`src/rtl/cbl_sched.sv`:
```
// rtl/cbl_sched.sv - CBL stage sequencer (optional WAIT timeout: CBL_TIMEOUT_EN)
module cbl_sched #(
  parameter int CH_W       = 8,
  parameter int IMG_AW     = 12,
  parameter int W_AW       = 10,
  parameter int IMG_STRIDE = 16,
  parameter int W_STRIDE   = 4,
  parameter int TIMEOUT    = 255
) (
  input  logic              clk_en,
  input  logic              rst,
  input  logic              start,
  input  logic [CH_W-1:0]   in_ch_cfg,
  input  logic [CH_W-1:0]   out_ch_cfg,
  output logic              busy,
  output logic              done,
  output logic              err,
  output logic              load_req,
  input  logic              load_ack,
  output logic [IMG_AW-1:0] img_base_addr,
  output logic [W_AW-1:0]   w_base_addr,
  output logic              conv_en,
  input  logic              conv_fin,
  output logic              acc_clr,
  output logic              acc_en,
  output logic              out_valid,
  input  logic              out_ready,
  output logic [CH_W-1:0]   out_ch
);

  typedef enum logic [2:0] {
    S_IDLE,
    S_LOAD,
    S_FIRE,
    S_WAIT,
    S_ACC,
    S_EMIT,
    S_DONE
`ifdef CBL_TIMEOUT_EN
    , S_ERR
`endif
  } state_t;

  localparam logic [CH_W-1:0]   ONE_CH   = CH_W'(1);
  localparam logic [IMG_AW-1:0] IMG_STEP = IMG_AW'(IMG_STRIDE);
  localparam logic [W_AW-1:0]   W_STEP   = W_AW'(W_STRIDE);

  state_t              state_q;
  logic [CH_W-1:0]     in_ch_q;
  logic [CH_W-1:0]     out_ch_q;
  logic [CH_W-1:0]     ic_q;
  logic [CH_W-1:0]     oc_q;
  logic [IMG_AW-1:0]   img_q;
  logic [W_AW-1:0]     w_q;
  logic                busy_q;
  logic                done_q;
  logic                load_req_q;
  logic                conv_en_q;
  logic                acc_clr_q;
  logic                acc_en_q;
  logic                out_valid_q;

`ifdef CBL_TIMEOUT_EN
  localparam int TO_W = $clog2(TIMEOUT + 1);
  logic [TO_W-1:0] wait_cnt_q;
  logic            err_q;
  assign err = err_q;
`else
  assign err = 1'b0;
`endif

  assign busy          = busy_q;
  assign done          = done_q;
  assign load_req      = load_req_q;
  assign conv_en       = conv_en_q;
  assign acc_clr       = acc_clr_q;
  assign acc_en        = acc_en_q;
  assign out_valid     = out_valid_q;
  assign out_ch        = oc_q;
  assign img_base_addr = img_q;
  assign w_base_addr   = w_q;

  // Sequencer FSM; every output is registered and set on the transition into its state
  always_ff @(posedge clk_en or posedge rst) begin
    if (rst) begin
      state_q     <= S_IDLE;
      in_ch_q     <= '0;
      out_ch_q    <= '0;
      ic_q        <= '0;
      oc_q        <= '0;
      img_q       <= '0;
      w_q         <= '0;
      busy_q      <= 1'b0;
      done_q      <= 1'b0;
      load_req_q  <= 1'b0;
      conv_en_q   <= 1'b0;
      acc_clr_q   <= 1'b0;
      acc_en_q    <= 1'b0;
      out_valid_q <= 1'b0;
`ifdef CBL_TIMEOUT_EN
      wait_cnt_q  <= '0;
      err_q       <= 1'b0;
`endif
    end else begin
      // Pulse outputs default low; only a specific transition raises them for one cycle
      done_q    <= 1'b0;
      conv_en_q <= 1'b0;
      acc_clr_q <= 1'b0;
      acc_en_q  <= 1'b0;
      case (state_q)
        S_IDLE: begin
          if (start) begin
            busy_q <= 1'b1;
`ifdef CBL_TIMEOUT_EN
            err_q  <= 1'b0;
`endif
            if (in_ch_cfg != '0 && out_ch_cfg != '0) begin
              in_ch_q    <= in_ch_cfg;
              out_ch_q   <= out_ch_cfg;
              ic_q       <= '0;
              oc_q       <= '0;
              img_q      <= '0;
              w_q        <= '0;
              load_req_q <= 1'b1;
              state_q    <= S_LOAD;
            end else begin
              // Empty layer: complete without touching the datapath
              done_q  <= 1'b1;
              state_q <= S_DONE;
            end
          end
        end
        S_LOAD: begin
          if (load_ack) begin
            load_req_q <= 1'b0;
            conv_en_q  <= 1'b1;
            acc_clr_q  <= (ic_q == '0);
            state_q    <= S_FIRE;
          end
        end
        S_FIRE: begin
`ifdef CBL_TIMEOUT_EN
          wait_cnt_q <= '0;
`endif
          state_q <= S_WAIT;
        end
        S_WAIT: begin
          if (conv_fin) begin
            acc_en_q <= 1'b1;
            state_q  <= S_ACC;
          end
`ifdef CBL_TIMEOUT_EN
          else if (wait_cnt_q == TO_W'(TIMEOUT - 1)) begin
            err_q   <= 1'b1;
            done_q  <= 1'b1;
            state_q <= S_ERR;
          end else begin
            wait_cnt_q <= wait_cnt_q + TO_W'(1);
          end
`endif
        end
        S_ACC: begin
          if (ic_q == in_ch_q - ONE_CH) begin
            out_valid_q <= 1'b1;
            state_q     <= S_EMIT;
          end else begin
            // Weight base is a running sum over (oc, ic), avoiding a multiplier
            ic_q       <= ic_q + ONE_CH;
            img_q      <= img_q + IMG_STEP;
            w_q        <= w_q + W_STEP;
            load_req_q <= 1'b1;
            state_q    <= S_LOAD;
          end
        end
        S_EMIT: begin
          if (out_ready) begin
            out_valid_q <= 1'b0;
            if (oc_q == out_ch_q - ONE_CH) begin
              done_q  <= 1'b1;
              state_q <= S_DONE;
            end else begin
              oc_q       <= oc_q + ONE_CH;
              ic_q       <= '0;
              img_q      <= '0;
              w_q        <= w_q + W_STEP;
              load_req_q <= 1'b1;
              state_q    <= S_LOAD;
            end
          end
        end
        S_DONE: begin
          busy_q  <= 1'b0;
          state_q <= S_IDLE;
        end
`ifdef CBL_TIMEOUT_EN
        S_ERR: begin
          busy_q  <= 1'b0;
          state_q <= S_IDLE;
        end
`endif
        default: begin
          busy_q      <= 1'b0;
          load_req_q  <= 1'b0;
          out_valid_q <= 1'b0;
          state_q     <= S_IDLE;
        end
      endcase
    end
  end

endmodule

```
`config.mk`:
```
export PLATFORM = sky130hd
export DESIGN_NAME = cbl_sched
export DESIGN_NICKNAME = d
export VERILOG_FILES = /design/src/rtl/cbl_sched.sv
export SDC_FILE = /design/constraint.sdc
export NUM_CORES = 1
export LEC_CHECK = 0
export CAP_MARGIN = 20
export CORE_MARGIN = 2
export CORE_UTILIZATION = 50
export DETAILED_ROUTE_END_ITERATION = 7
export PLACE_DENSITY = 0.86
export SLEW_MARGIN = 20
export SYNTH_ARGS = -nofsm -noshare
export SYNTH_HDL_FRONTEND = slang
export SYNTH_SLANG_ARGS = --single-unit
```
`constraint.sdc`:
```
create_clock -name clk_en -period 3.85 [get_ports clk_en]
set_clock_uncertainty 0.15 [all_clocks]
set_input_delay 0.9625 -clock clk_en [delete_from_list [all_inputs] [get_ports clk_en]]
set_output_delay 0.9625 -clock clk_en [all_outputs]
set_load 0.01 [all_outputs]
```
==> results_dict.tcl <==
set metrics [dict create \
    finalHoldViolations 0 \
    cts_buffers 9 \
    critPathCaptureType "flip-flop" \
    hold_path_class "flip-flop to flip-flop" \
    cp.arrival_ns 3.31 \
    ctsHtreeMaxLevel 3 \
    cts_sinks 58 \
    wl_um 8970 \
    combPwrFrac 0.449 \
    path_max_fanout 27 \
    setup_viol 0 \
    holdBufCountCts 0 \
    viasPerCell 5.91 \
    area_growth_syn_to_layout_pct 21.6 \
    cts.path.max_buffers 2 \
    diodes 0 \
    path_delay_family "simple AND/OR/NAND/NOR gates" \
    die_area_sq_um 7750 \
    ctsResizeCount 0 \
    path_depth 11 \
    fp-row-count 30 \
    first_pass_iters 5 \
    worst_ep_required_time_ns 3.96 \
    synth-simple-area-share 0.265 \
    fp.dieH_um 88.0 \
    seqPwrFrac 0.358 \
    ant_nets 0 \
    synth_flop_cell "dfrtp_1" \
    start_kind "flip-flop" \
    cts_tree "done" \
    post_cts_buffers 0 \
    coreArea_sq_um 6830 \
    die_w_um 88.0 \
    whs_ns 0.360 \
    min_period_over_period 0.830 \
    power_switching_mw 1.20 \
    hpwlAfterDp_um 6390 \
    slowest_stage "or4_1" \
    powerDensity_nw_per_um2 654 \
    ir_drop_v 0.000299 \
    hold_depth 1 \
    synth_area_sq_um 3530 \
    num_vias 3280 \
    port_buffers 52 \
    path_cells "inv_1 -> ha_1 -> nor3b_2 -> xnor2_1 -> a32o_1 -> a31oi_2 -> o21ai_2 -> and2_1 -> buf_4 -> or4_1 -> a21oi_1" \
    p_int_mw 1.61 \
    drv_slew 0 \
    drt_iter0_drc 321 \
    timing.fmax_mhz 313 \
    cap_violations 0 \
    ys_types 59 \
    critPathKind "flip-flop to flip-flop" \
    synth_xor_area_frac 0.0546 \
    leakagePower_nw 1.83 \
    synth_compound_area_frac 0.172 \
    synthMuxAreaShare 0.0181 \
    io_pins 60 \
    syn_inst 405 \
    synth_edf_count 0 \
    layout_min_cycle_time_ns 3.20 \
    rsz0062_at_grt "false" \
    clk_pin_slew_ns 0.06 \
    cts_root_buffer "clkbuf_8" \
    insertion_delay_ns 0.34 \
    start_util 0.517 \
    post_drt_wl_per_cell_um 16.2 \
    place_congestion 0.938 \
    syn_area_per_cell_sq_um 8.72 \
    fin_tns_setup_ns 0 \
    synth-adder-area-share 0.0248 \
    grt.overflow.total 0 \
    grt_pass1_wl_um 14500 \
    gr-usage-all-layers 0.243 \
    run_status "completed" \
    seq_area_frac_synth 0.411 \
    synth_top_family_by_area "simple AND/OR/NAND/NOR gates" \
    antenna_found_initial 0 \
    ys_seq_elements 58 \
    async_flop_share 1.00 \
    cpPeakStageDelay_ns 0.50 \
    worstMarginPinSlew_ns 0.681 \
    grt_pass1_vias 3195 \
    nets 484 \
    yosysWarnings 0 \
    drc 0 \
    swShare 0.426 \
    relSlewSlack 0.543 \
    final_layout_size_suffix_gt1_frac 0.0828 \
    path_buf_inv 2 \
    grt_start_max_net_pins 37 \
    reg2regPathDepth 11 \
    clock_power_share 0.193 \
]
[sequential cells by signal, indices dropped and copies added (netlist names)]
register and count:
w_base_addr 8, busy 1, state_q 3, done 1
out_ch_q 8, acc_en 1, conv_en 1, in_ch_q 8
ic_q 8, img_base_addr 8, out_ch 8, acc_clr 1
load_req 1, out_valid 1
[stage by stage]
step / area (sq um) / setup slack (ns) / total power [mW] / utilization / std cells
floorplan: 3550 / 1.14 / 1.88 / - / 411
global placement: 4110 / 0.520 / 2.17 / 0.601 / 540
detailed placement: 4110 / 0.387 / 2.24 / 0.601 / 540
CTS: 4290 / 0.674 / 2.80 / 0.629 / 555
global route: 4290 / 0.465 / 2.98 / 0.629 / 555
finish: 4290 / 0.654 / 2.81 / 0.629 / 555
[layout make-up]
type	instances	area, sq um
fillers	563	2540
multi-input cells	316	1910
flip-flops and latches	58	1450
repair buffers	59	586
clock buffers	12	145
well taps	96	120
inverters	11	41.3
clock inverters	3	40.0
[final timing paths]
kind | startpoint | end | slack, ns
setup / recovery | out_ch_q[0]$_DFFE_PP0P_ | w_base_addr[8]$_DFFE_PP0P_ | 0.65
hold / removal | busy$_DFFE_PP0P_ | busy$_DFFE_PP0P_ | 0.36
setup reg to reg | out_ch_q[0]$_DFFE_PP0P_ | w_base_addr[8]$_DFFE_PP0P_ | 0.65
hold reg to reg | busy$_DFFE_PP0P_ | busy$_DFFE_PP0P_ | 0.36
max in group asynchronous | rst | in_ch_q[5]$_DFFE_PP0P_ | 2.11
min in group asynchronous | rst | w_base_addr[7]$_DFFE_PP0P_ | 0.85
[layout by cell type (no fill, tap or decap), types with 3 or more instances in the layout]
| master | count |
|---|---|
| nand3_1 | 11 |
| clkdlybuf4s50_1 | 52 |
| a21oi_2 | 3 |
| nand2_1 | 77 |
| or3_1 | 16 |
| o211ai_1 | 4 |
| or4_1 | 4 |
| mux2i_1 | 3 |
| and3_1 | 6 |
| xnor2_1 | 13 |
| nor2_1 | 17 |
| a21oi_1 | 22 |
| and2_1 | 3 |
| nand2b_1 | 5 |
| clkbuf_8 | 10 |
| dfrtp_1 | 58 |
| inv_1 | 10 |
| nor3_1 | 10 |
| conb_1 | 7 |
| buf_4 | 6 |
| o21ai_0 | 26 |
| o21ai_2 | 4 |
| o31ai_1 | 6 |
| nand4_1 | 13 |
| ha_1 | 7 |
| xor2_1 | 9 |
| nor4_1 | 7 |
| mux2_2 | 3 |
[power groups by stage]
stage | sequential, mW | clock [mW] | combinational (mW)
after floorplan | 0.931 | 0 | 0.951
after global placement | 0.995 | 0 | 1.18
after detailed placement | 1.01 | 0 | 1.24
after CTS | 0.999 | 0.550 | 1.25
after global routing | 1.03 | 0.568 | 1.38
final | 1.00 | 0.543 | 1.26
[synthesized netlist by cell type, types with 3 or more instances]
cell type / n / area, sq um
nand2_1: 77 / 289
dfrtp_1: 58 / 1450
o21ai_0: 26 / 130
a21oi_1: 22 / 110
nor2_1: 17 / 63.8
or3_1: 16 / 100
nand4_1: 13 / 81.3
xnor2_1: 13 / 114
clkbuf_1: 12 / 45.0
inv_1: 11 / 41.3
nand3_1: 11 / 55.1
nor3_1: 10 / 50.1
xor2_1: 9 / 78.8
buf_4: 8 / 60.1
ha_1: 7 / 87.6
nor4_1: 7 / 43.8
and3_1: 6 / 37.5
o31ai_1: 6 / 45.0
nand2b_1: 5 / 31.3
o211ai_1: 4 / 30.0
o21ai_2: 4 / 35.0
or4_1: 4 / 30.0
a21oi_2: 3 / 26.3
and2_1: 3 / 18.8
buf_1: 3 / 11.3
buf_6: 3 / 33.8
mux2_2: 3 / 33.8
mux2i_1: 3 / 30.0
[per-layer routing]
metal  wire [um]  vias up  GRT usage  part of all wire
met4         259        0      0.127             0.029
met3         567       26     0.0434             0.063
met1        3760     1598      0.303              0.42
met2        4380      118      0.402              0.49
li1            -     1538          -                 -
met5           0        -          0                 0
[logic make-up (layout without fill, tap and decap cells)]
kind of cell,after synthesis,after routing
and+or+nand+nor,184,184
AOI/OAI and AO/OA,90,90
DFF,58,58
buffers and inverters,37,85
xor gates and xnor gates,22,22
adders and majority gates,7,7
muxes,6,6
other,1,7
(Power assumes the default switching activity.)
